[config.mk]
export PLATFORM = sky130hd
export DESIGN_NAME = enc_pwm_array_flat
export DESIGN_NICKNAME = d
export VERILOG_FILES = /design/src/rtl/enc_pwm_pkg.sv /design/src/rtl/enc_pwm_if.sv /design/src/rtl/enc_pwm_chan.sv /design/src/rtl/enc_pwm_array.sv /design/src/flat_wrapper.sv
export SDC_FILE = /design/constraint.sdc
export NUM_CORES = 1
export LEC_CHECK = 0
export CAP_MARGIN = 20
export CORE_MARGIN = 10
export CORE_UTILIZATION = 30
export CTS_CLUSTER_DIAMETER = 120
export DETAILED_ROUTE_END_ITERATION = 8
export SKIP_LAST_GASP = 1
export SLEW_MARGIN = 20
export SYNTH_ARGS = -nofsm -noshare
export SYNTH_HDL_FRONTEND = slang
export SYNTH_SLANG_ARGS = --single-unit
export TNS_END_PERCENT = 1
[constraint.sdc]
create_clock -name clk -period 2.48 [get_ports clk]
set_clock_uncertainty 0.1 [all_clocks]
set_input_delay 0.744 -clock clk [delete_from_list [all_inputs] [get_ports clk]]
set_output_delay 0.744 -clock clk [all_outputs]
set_load 0.005 [all_outputs]
[src/rtl/enc_pwm_pkg.sv]
// Shared types for the quadrature encoder to PWM array.
// Quadrature phase encoding and the per-sample step decoder.
package enc_pwm_pkg;

    localparam int DEF_N_CH     = 2;
    localparam int DEF_POS_W    = 10;
    localparam int DEF_FILT_LEN = 3;
    localparam int DEF_DIV_W    = 24;

    localparam logic [1:0] Q_IDLE = 2'b00;

    typedef enum logic [1:0] {
        STEP_NONE,
        STEP_INC,
        STEP_DEC,
        STEP_ILL
    } step_e;

    // Gray {A,B} to phase index: 00->0, 01->1, 11->2, 10->3
    function automatic logic [1:0] q_phase(logic [1:0] ab);
        return {ab[1], ab[1] ^ ab[0]};
    endfunction

    function automatic step_e step_of(logic [1:0] prev,
                                      logic [1:0] cur);
        logic [1:0] d;
        d = q_phase(cur) - q_phase(prev);
        unique case (d)
            2'd0:    return STEP_NONE;
            2'd1:    return STEP_INC;
            2'd3:    return STEP_DEC;
            default: return STEP_ILL;
        endcase
    endfunction

endpackage

[src/rtl/enc_pwm_if.sv]
// Pin/config bundle between encoder pins, switch logic and PWM pins.
// The master side drives config and encoder levels.
interface enc_pwm_if #(
    parameter int N_CH  = 2,
    parameter int POS_W = 10,
    parameter int DIV_W = 24
);
    logic [POS_W-1:0]      ppr;
    logic [DIV_W-1:0]      rate_div;
    logic [N_CH-1:0]       enc_a;
    logic [N_CH-1:0]       enc_b;
    logic                  clr_err;
    logic [N_CH*POS_W-1:0] pos_out;
    logic [N_CH-1:0]       pwm;
    logic [N_CH-1:0]       dir_err;

    modport master (
        output ppr, rate_div, enc_a, enc_b, clr_err,
        input  pos_out, pwm, dir_err
    );

    modport slave (
        input  ppr, rate_div, enc_a, enc_b, clr_err,
        output pos_out, pwm, dir_err
    );
endinterface

[src/rtl/enc_pwm_chan.sv]
// One channel: sync, glitch filter, x4 decode, position, duty compare.
// ENC_PWM_ERR_EN enables the sticky illegal-transition flag.
module enc_pwm_chan
    import enc_pwm_pkg::*;
#(
    parameter int POS_W    = DEF_POS_W,
    parameter int FILT_LEN = DEF_FILT_LEN
) (
    input  logic             clk,
    input  logic             reset,
    input  logic             enc_a,
    input  logic             enc_b,
    input  logic             clr_err,
    input  logic [POS_W-1:0] ppr,
    input  logic [POS_W-1:0] cnt,
    input  logic             run,
    input  logic             load,
    output logic [POS_W-1:0] pos,
    output logic             pwm,
    output logic             dir_err
);
    localparam logic [3:0] FL_M1 = 4'(FILT_LEN - 1);

    logic [1:0]      s1, s2, filt, prev;
    logic [1:0][3:0] fcnt;
    logic [POS_W-1:0] duty, ppr_m1;
    step_e           step;

    assign ppr_m1 = ppr - 1'b1;
    assign step   = step_of(prev, filt);

    always_ff @(posedge clk or negedge reset) begin
        if (!reset) begin
            s1 <= Q_IDLE;
            s2 <= Q_IDLE;
        end else begin
            s1 <= {enc_a, enc_b};
            s2 <= s1;
        end
    end

    // Level accepted after FILT_LEN consecutive differing samples
    always_ff @(posedge clk or negedge reset) begin
        if (!reset) begin
            filt <= Q_IDLE;
            fcnt <= '0;
        end else begin
            for (int k = 0; k < 2; k++) begin
                if (s2[k] == filt[k]) begin
                    fcnt[k] <= '0;
                end else if (fcnt[k] == FL_M1) begin
                    filt[k] <= s2[k];
                    fcnt[k] <= '0;
                end else begin
                    fcnt[k] <= fcnt[k] + 4'd1;
                end
            end
        end
    end

    always_ff @(posedge clk or negedge reset) begin
        if (!reset) begin
            prev <= Q_IDLE;
        end else begin
            prev <= filt;
        end
    end

    always_ff @(posedge clk or negedge reset) begin
        if (!reset) begin
            pos <= '0;
        end else if (!run) begin
            pos <= '0;
        end else if (pos >= ppr) begin
            pos <= ppr_m1;
        end else begin
            case (step)
                STEP_INC: pos <= (pos == ppr_m1) ? '0 : pos + 1'b1;
                STEP_DEC: pos <= (pos == '0) ? ppr_m1 : pos - 1'b1;
                default:  pos <= pos;
            endcase
        end
    end

    always_ff @(posedge clk or negedge reset) begin
        if (!reset) begin
            duty <= '0;
            pwm  <= 1'b0;
        end else if (!run) begin
            duty <= '0;
            pwm  <= 1'b0;
        end else begin
            if (load) duty <= pos;
            pwm <= (cnt < duty);
        end
    end

`ifdef ENC_PWM_ERR_EN
    always_ff @(posedge clk or negedge reset) begin
        if (!reset) begin
            dir_err <= 1'b0;
        end else if (step == STEP_ILL) begin
            dir_err <= 1'b1;
        end else if (clr_err) begin
            dir_err <= 1'b0;
        end
    end
`else
    logic unused_clr;
    assign unused_clr = clr_err;
    assign dir_err    = 1'b0;
`endif

endmodule

[src/rtl/enc_pwm_array.sv]
// N-channel quadrature encoder to PWM engine with shared timebase.
// Build option ENC_PWM_ERR_EN enables per-channel dir_err.
module enc_pwm_array
    import enc_pwm_pkg::*;
#(
    parameter int N_CH     = DEF_N_CH,
    parameter int POS_W    = DEF_POS_W,
    parameter int FILT_LEN = DEF_FILT_LEN,
    parameter int DIV_W    = DEF_DIV_W
) (
    input logic      clk,
    input logic      reset,
    enc_pwm_if.slave bus
);
    logic [DIV_W-1:0] presc;
    logic [POS_W-1:0] cnt;
    logic             tick, run, wrap;

    assign run  = bus.ppr > POS_W'(1);
    assign tick = (presc == '0);
    assign wrap = run && tick && (cnt >= bus.ppr - 1'b1);

    always_ff @(posedge clk or negedge reset) begin
        if (!reset) begin
            presc <= '0;
        end else if (tick) begin
            presc <= bus.rate_div;
        end else begin
            presc <= presc - 1'b1;
        end
    end

    always_ff @(posedge clk or negedge reset) begin
        if (!reset) begin
            cnt <= '0;
        end else if (!run) begin
            cnt <= '0;
        end else if (tick) begin
            cnt <= wrap ? '0 : cnt + 1'b1;
        end
    end

    for (genvar i = 0; i < N_CH; i++) begin : g_ch
        enc_pwm_chan #(
            .POS_W    (POS_W),
            .FILT_LEN (FILT_LEN)
        ) u_chan (
            .clk     (clk),
            .reset   (reset),
            .enc_a   (bus.enc_a[i]),
            .enc_b   (bus.enc_b[i]),
            .clr_err (bus.clr_err),
            .ppr     (bus.ppr),
            .cnt     (cnt),
            .run     (run),
            .load    (wrap),
            .pos     (bus.pos_out[i*POS_W +: POS_W]),
            .pwm     (bus.pwm[i]),
            .dir_err (bus.dir_err[i])
        );
    end

endmodule

[src/flat_wrapper.sv]
// flat-port wrapper written by rule: the top's interface ports become plain ports
module enc_pwm_array_flat import enc_pwm_pkg::*;
#(
    parameter int N_CH     = DEF_N_CH,
    parameter int POS_W    = DEF_POS_W,
    parameter int FILT_LEN = DEF_FILT_LEN,
    parameter int DIV_W    = DEF_DIV_W
)
  (clk, reset, bus_ppr, bus_rate_div, bus_enc_a, bus_enc_b, bus_clr_err, bus_pos_out, bus_pwm, bus_dir_err);
  enc_pwm_if #(.N_CH(N_CH), .POS_W(POS_W), .DIV_W(DIV_W)) bus_i ();
  input logic clk;
  input logic reset;
  input wire logic [$bits(bus_i.ppr)-1:0] bus_ppr;
  input wire logic [$bits(bus_i.rate_div)-1:0] bus_rate_div;
  input wire logic [$bits(bus_i.enc_a)-1:0] bus_enc_a;
  input wire logic [$bits(bus_i.enc_b)-1:0] bus_enc_b;
  input wire logic [$bits(bus_i.clr_err)-1:0] bus_clr_err;
  output wire logic [$bits(bus_i.pos_out)-1:0] bus_pos_out;
  output wire logic [$bits(bus_i.pwm)-1:0] bus_pwm;
  output wire logic [$bits(bus_i.dir_err)-1:0] bus_dir_err;
  assign bus_i.ppr = bus_ppr;
  assign bus_i.rate_div = bus_rate_div;
  assign bus_i.enc_a = bus_enc_a;
  assign bus_i.enc_b = bus_enc_b;
  assign bus_i.clr_err = bus_clr_err;
  assign bus_pos_out = bus_i.pos_out;
  assign bus_pwm = bus_i.pwm;
  assign bus_dir_err = bus_i.dir_err;
  enc_pwm_array #(.N_CH(N_CH), .POS_W(POS_W), .FILT_LEN(FILT_LEN), .DIV_W(DIV_W)) u_core (.clk(clk), .reset(reset), .bus(bus_i));
endmodule
## Word level (Yosys, flattened, before mapping)

Cells that the tools add are included.

- Register bits after elaboration: 108
- Input bits: 41
- Logic and storage cells: 112

- Add/subtract/negate cells: 13
- Magnitude comparators: 6
- Equal/unequal tests: 22
- Muxes and demuxes: 30
- Bitwise operators: 8
- Reduce and logical (&&, ||, !) cells: 11

Operators by type and width:

| kind | number |
|---|---|
| 10-bit two-way mux | 15 |
| 10-bit case mux with 2 select lines | 2 |
| 4-bit two-way mux | 8 |
| 10-bit by 1-bit adder with 10-bit output, second input constant | 3 |
| 10-bit >= comparator | 3 |
| 10-bit by 1-bit subtractor with 10-bit output, second input constant | 3 |
| 24-bit zero test | 1 |
| 24-bit two-way mux | 1 |
| 24-bit by 1-bit subtractor with 24-bit output, second input constant | 1 |
| 10-bit == test | 2 |
| 10-bit zero test | 2 |
| 10-bit less-than comparator | 2 |
| 4-bit by 1-bit adder with 4-bit output, second input constant | 4 |
| 4-bit by 2-bit == test with 1-bit output, second input constant | 4 |
| 2-bit case mux with 3 select lines | 2 |
| 10-bit by 1-bit greater-than comparator with 1-bit output, second input constant | 1 |
| 2-bit by 1-bit == test with 1-bit output, second input constant | 4 |
| 2-bit == test, second input constant | 4 |
| 2-bit AND reduction | 4 |
| 1-bit == test | 4 |
| 2-bit zero test | 2 |
| 2-bit by 1-bit != test with 1-bit output, second input constant | 2 |
| 4-bit by 1-bit != test with 1-bit output, second input constant | 1 |
| 4-bit != test, second input constant | 1 |
| 5 further kinds | 14 |

## Depth between registers and ports, before layout

- Depth in word-level cells: 8
- Mapped depth: 16
- Gate-level depth less buffers: 14

## Hierarchy

From an unflattened synthesis, not the netlist that was laid out.

- Cell total of the unflattened synthesis: 937
- Area, all modules: 8272.9 um2

Modules (own cells, without submodules):

| module | times used | cells an instance | area each (um2) | sequential area each (um2) |
|---|---|---|---|---|
| enc_pwm_chan at u_core.g_ch[1].u_chan | 1 | 344 | 2981.6 | 925.9 |
| enc_pwm_chan at u_core.g_ch[0].u_chan | 1 | 329 | 2950.3 | 925.9 |
| enc_pwm_array | 1 | 264 | 2341.0 | 850.8 |

## Worst setup path after synthesis

Ideal clock, no wire load.

- Path kind: in2reg
- Start point: input port bus_ppr[1]
- End point: register u_core.cnt[4]
- Data arrival time: 3462 ps
- Data required time: 2298 ps
- Slack: -1164 ps
- Stages on the path: 16
- Path buffers: 2
- Path through: inv_1 -> ha_1 -> buf_2 -> nor3b_4 -> nand2_1 -> xnor2_1 -> inv_1 -> ha_1 -> a21o_1 -> a21o_1 -> a21o_1 -> or3_1 -> nor3_1 -> buf_2 -> nand2b_1 -> a31oi_1

- Longest elaborated chain between the ends: 6
- Elaborated cells on any way between the ends: 9

RTL lines:

| item | RTL line | text |
|---|---|---|
| start: declaration | flat_wrapper.sv:13 | `input wire logic [$bits(bus_i.ppr)-1:0] bus_ppr;` |
| 10-bit by 1-bit subtractor with 10-bit output or 10-bit by 1-bit greater-than comparator with 1-bit output (tied branches) | enc_pwm_array.sv:21, enc_pwm_array.sv:19 |  |
| 10-bit >= comparator or 1-bit logical AND (tied branches) | enc_pwm_array.sv:21 | `assign wrap = run && tick && (cnt >= bus.ppr - 1'b1);` |
| 1-bit logical AND | enc_pwm_array.sv:21 |  |
| 10-bit two-way mux | enc_pwm_array.sv:39 | `cnt <= wrap ? '0 : cnt + 1'b1;` |
| 10-bit two-way mux | enc_pwm_array.sv:38 | `end else if (tick) begin` |
| 10-bit two-way mux | enc_pwm_array.sv:36 | `end else if (!run) begin` |
| end signal: assignment | enc_pwm_array.sv:39 |  |
| end: declaration | enc_pwm_array.sv:16 | `logic [POS_W-1:0] cnt;` |

Parallel ways exist; a longest one is shown, timed or not. The select of a mux whose other input is x is not followed.
A chain may end at the register's enable or synchronous reset.

## Worst setup path after layout

- Start point: input port bus_ppr[0]
- End point: register u_core.g_ch[0].u_chan.pos[1]

- Longest elaborated chain between the ends: 6
- Elaborated cells on any way between the ends: 10

RTL lines:

| item | RTL line | text |
|---|---|---|
| 10-bit by 1-bit subtractor with 10-bit output | enc_pwm_chan.sv:29 | `assign ppr_m1 = ppr - 1'b1;` |
| 10-bit == test | enc_pwm_chan.sv:78 | `STEP_INC: pos <= (pos == ppr_m1) ? '0 : pos + 1'b1;` |
| 10-bit two-way mux | enc_pwm_chan.sv:78 |  |
| 10-bit case mux with 2 select lines | enc_pwm_chan.sv:77 | `case (step)` |
| 10-bit two-way mux | enc_pwm_chan.sv:74 | `end else if (pos >= ppr) begin` |
| 10-bit two-way mux | enc_pwm_chan.sv:72 | `end else if (!run) begin` |
| end signal: assignment | enc_pwm_chan.sv:75 | `pos <= ppr_m1;` |
| end signal: assignment | enc_pwm_chan.sv:78 |  |
| end signal: assignment | enc_pwm_chan.sv:79 | `STEP_DEC: pos <= (pos == '0) ? ppr_m1 : pos - 1'b1;` |
| end: declaration | enc_pwm_chan.sv:18 | `output logic [POS_W-1:0] pos,` |

Parallel ways exist; a longest one is shown, timed or not.

==> flow_metrics.env <==
export IMPL_status="finished, violations left"
export IMPL_violations="setup timing"
export IMPL_final_nets=1205
export IMPL_drive_above_1_share_pct=23.2
export IMPL_cts_tree="built"
export IMPL_max_vdd_ir_drop_mv=0.666
export IMPL_r2r_cells=10
export IMPL_grt_met3_usage_pct=2.78
export IMPL_cts_made_buffers=9
export IMPL_core_area_sq_um=25800
export IMPL_first_iter_violations=458
export IMPL_route_vias_total=7277
export IMPL_slew_headroom_pct=64.5
export IMPL_crit_chain="buf_2 > inv_4 > ha_4 > nor3b_4 > buf_6 > mux2i_1 > a2111oi_1 > nand4_1 > or4_4 > a31oi_1 > o21ai_1 > a32o_1"
export IMPL_critPathRequiredTime_ns=2.64
export IMPL_clock_root_buffer="clkbuf_16"
export IMPL_grt_use_met1_pct=18.1
export IMPL_cp_max_fo=5
export IMPL_synthArstFlopShare_pct=100
export IMPL_top_usage_layer="met2"
export IMPL_layout_min_cycle_time_ns=3.18
export IMPL_first_pass_iters=5
export IMPL_dieArea_sq_um=32900
export IMPL_diodes=0
export IMPL_hold_viol_final=0
export IMPL_hpwl_mm=18.3
export IMPL_postRouteAntennaNets=0
export IMPL_syn_cell_area_sq_um=7820
export IMPL_regArea_sq_um=2700
export IMPL_clock_latency_ns=0.37
export IMPL_cpPeakStageDelay_ns=0.62
export IMPL_crit_slowest_cell="or4_4"
export IMPL_arrival_ns=3.34
export IMPL_power_leakage_nw=4.80
export IMPL_synth_seq_cells=108
export IMPL_row_count=59
export IMPL_max_cap_violations=0
export IMPL_synth_warning_count=0
export IMPL_synth_edf_count=0
export IMPL_ys_seq_area_share_pct=34.5
export IMPL_start_util_pct=30.3
export IMPL_fmax_mhz=314
export IMPL_syn_inst=891
export IMPL_wire_per_inst_um=16.3
export IMPL_worst_slew_pin_slew_ns=0.519
export IMPL_clk_pin_slew_ns=0.09
export IMPL_grt_max_degree=55
export IMPL_yosys_most_used_dff="dfrtp_1"
export IMPL_critPathKind="input port to flip-flop"
export IMPL_grt_first_pass_wirelength_mm=38.3
export IMPL_die_w_um=181
export IMPL_portBuffers=61
export IMPL_viasPerCell=5.06
export IMPL_design_area_sq_um=10500
export IMPL_die_h_um=181
export IMPL_postLayoutCoreUtil_pct=40.7
export IMPL_wirelength_mm=23.4
export IMPL_p_per_area_nw_per_um2=1150
export IMPL_antenna_found_initial=0
export IMPL_finalPower_mw=12.1
export IMPL_drc=0
export IMPL_cts_sinks=108
export IMPL_r2r_slack_ns=-0.36
export IMPL_min_period_over_period_pct=128
export IMPL_dpl_cell_area_sq_um=10000
export IMPL_htree_levels=3
export IMPL_finalSetupViolations=52
export IMPL_io_pins=65
export IMPL_rsz0062_at_grt="true"
export IMPL_n_fill_cell=2614
export IMPL_finalWeightedCongestion=0.909
export IMPL_holdWs_ns=0.240
export IMPL_use_met2_pct=22.7
export IMPL_min_path_type="input port to asynchronous set/reset pin"
export IMPL_avgSynthCellArea_sq_um=8.78
export IMPL_synthToLayoutAreaGrowth_pct=34.3
export IMPL_grt_pass1_vias=7372
export IMPL_worstReg2RegEnd="u_core.g_ch[0].u_chan.pos[1]$_DFFE_PN0P_"
export IMPL_cts_buffer_depth=2
export IMPL_worst_slack_ns=-0.702
export IMPL_cp_end_kind="flip-flop"
export IMPL_r2r_start="u_core.g_ch[0].u_chan.pos[0]$_DFFE_PN0P_"
export IMPL_drv_slew=0
export IMPL_grtUsageTotal_pct=14.1
export IMPL_multiInputGateArea_sq_um=4790
export IMPL_ys_types=72
export IMPL_setup_tns_ns=-28.44
export IMPL_grt_overflow=0
export IMPL_setup_worst_path_start_class="input port"
## critical path, delay by kind of cell
kind | cells | cell delay [ns]
fa+ha+maj | 1 | 0.12
simple gates | 3 | 1.13
compound gates | 4 | 0.94
mux | 1 | 0.07
buf+inv | 3 | 0.35
## worst max-delay path by stage
stage | startpoint | end | slack, ns | cells past startpoint
finish | bus_ppr[0] | u_core.g_ch[0].u_chan.pos[1]$_DFFE_PN0P_ | -0.70 | 12
detailed placement | bus_ppr[0] | u_core.cnt[7]$_DFFE_PN0P_ | -1.45 | 14
CTS | bus_ppr[1] | u_core.cnt[7]$_DFFE_PN0P_ | -0.57 | 14
floorplan | bus_ppr[1] | u_core.cnt[7]$_DFFE_PN0P_ | -1.06 | 16
global route | bus_ppr[0] | u_core.cnt[6]$_DFFE_PN0P_ | -0.82 | 16
global placement | bus_ppr[0] | u_core.cnt[5]$_DFFE_PN0P_ | -1.45 | 14
## flip-flops by register name, indices dropped and copies added, names as in the netlist
signal	count
u_core.presc	24
u_core.g_ch.u_chan.duty	20
u_core.g_ch.u_chan.pos	20
u_core.g_ch.u_chan.fcnt	16
u_core.cnt	10
u_core.g_ch.u_chan.filt	4
u_core.g_ch.u_chan.prev	4
u_core.g_ch.u_chan.s1	4
u_core.g_ch.u_chan.s2	4
u_core.g_ch.u_chan.pwm	2
## power by group
part | switching (mW) | total [mW] | internal (mW) | leakage [nW]
combinational | 4.06 | 8.04 | 3.98 | 3.38
clock | 0.784 | 1.52 | 0.731 | 0.153
sequential | 0.322 | 2.54 | 2.22 | 1.27
total | 5.17 | 12.1 | 6.93 | 4.80
## cell type report
cell class	count	share of cell area, %
Clock buffer	9	2.14
Clock inverter	7	0.822
Inverter	59	2.19
Multi-Input combinational cell	674	45.6
Sequential cell	108	25.7
Tap cell	335	3.99
Timing Repair Buffer	245	19.5
## metal layers
layer	wire length, um	vias to the layer above
met5	0	-
met4	689	0
met3	1200	35
met2	10700	205
met1	10800	3436
li1	-	3601
## cells by family (layout without fill, tap and decap cells)
logic type	count (synthesis)	count (layout)	share of synthesized area [%]
flops	108	108	34.5
simple gates	303	304	19.9
xor+xnor	74	74	8.91
buf+inv	111	320	6.35
compound gates	217	217	18.2
mux	10	10	1.34
other cells	1	2	0.0479
fa+ha+maj	67	67	10.7
## cells in the final DEF (no fill, tap or decap), types with 26 or more instances in the layout
cell and instances:
clkdlybuf4s50_1 52, buf_4 177, xnor2_1 42, nand2_1 68
dfrtp_1 108, a21oi_1 50, inv_1 55, ha_1 63
o31ai_1 26, o21ai_0 30, nor2_1 83
## metrics by stage
stage	cells	setup slack, ns
4_1_cts	1437	-0.571
3_3_place_gp	1416	-1.45
6_report	1437	-0.702
2_1_floorplan	892	-1.06
5_1_grt	1437	-0.818
3_5_place_dp	1416	-1.45
## synthesized netlist by cell type (12+ instances only)
cell type	number	share of area, %
dfrtp_1	108	35
nor2_1	84	4.0
nand2_1	70	3.4
ha_1	67	11
inv_1	58	2.8
a21oi_1	55	3.5
xnor2_1	45	5.0
o21ai_0	31	2.0
clkbuf_1	29	1.4
nor3_1	26	1.7
o31ai_1	26	2.5
xor2_1	25	2.8
nand3_1	23	1.5
and3_1	22	1.8
nand2b_1	16	1.3
a31oi_1	15	1.2
or3_1	12	0.96
## what timing repair did
action,in CTS,in global routing
cloned,1,0
buffers inserted,4,0
pin swaps,18,0
endpoints found under the setup margin,53,71
resized for setup,51,0
hold buffers,0,0
Note: power is estimated with default switching activity, not from simulation.
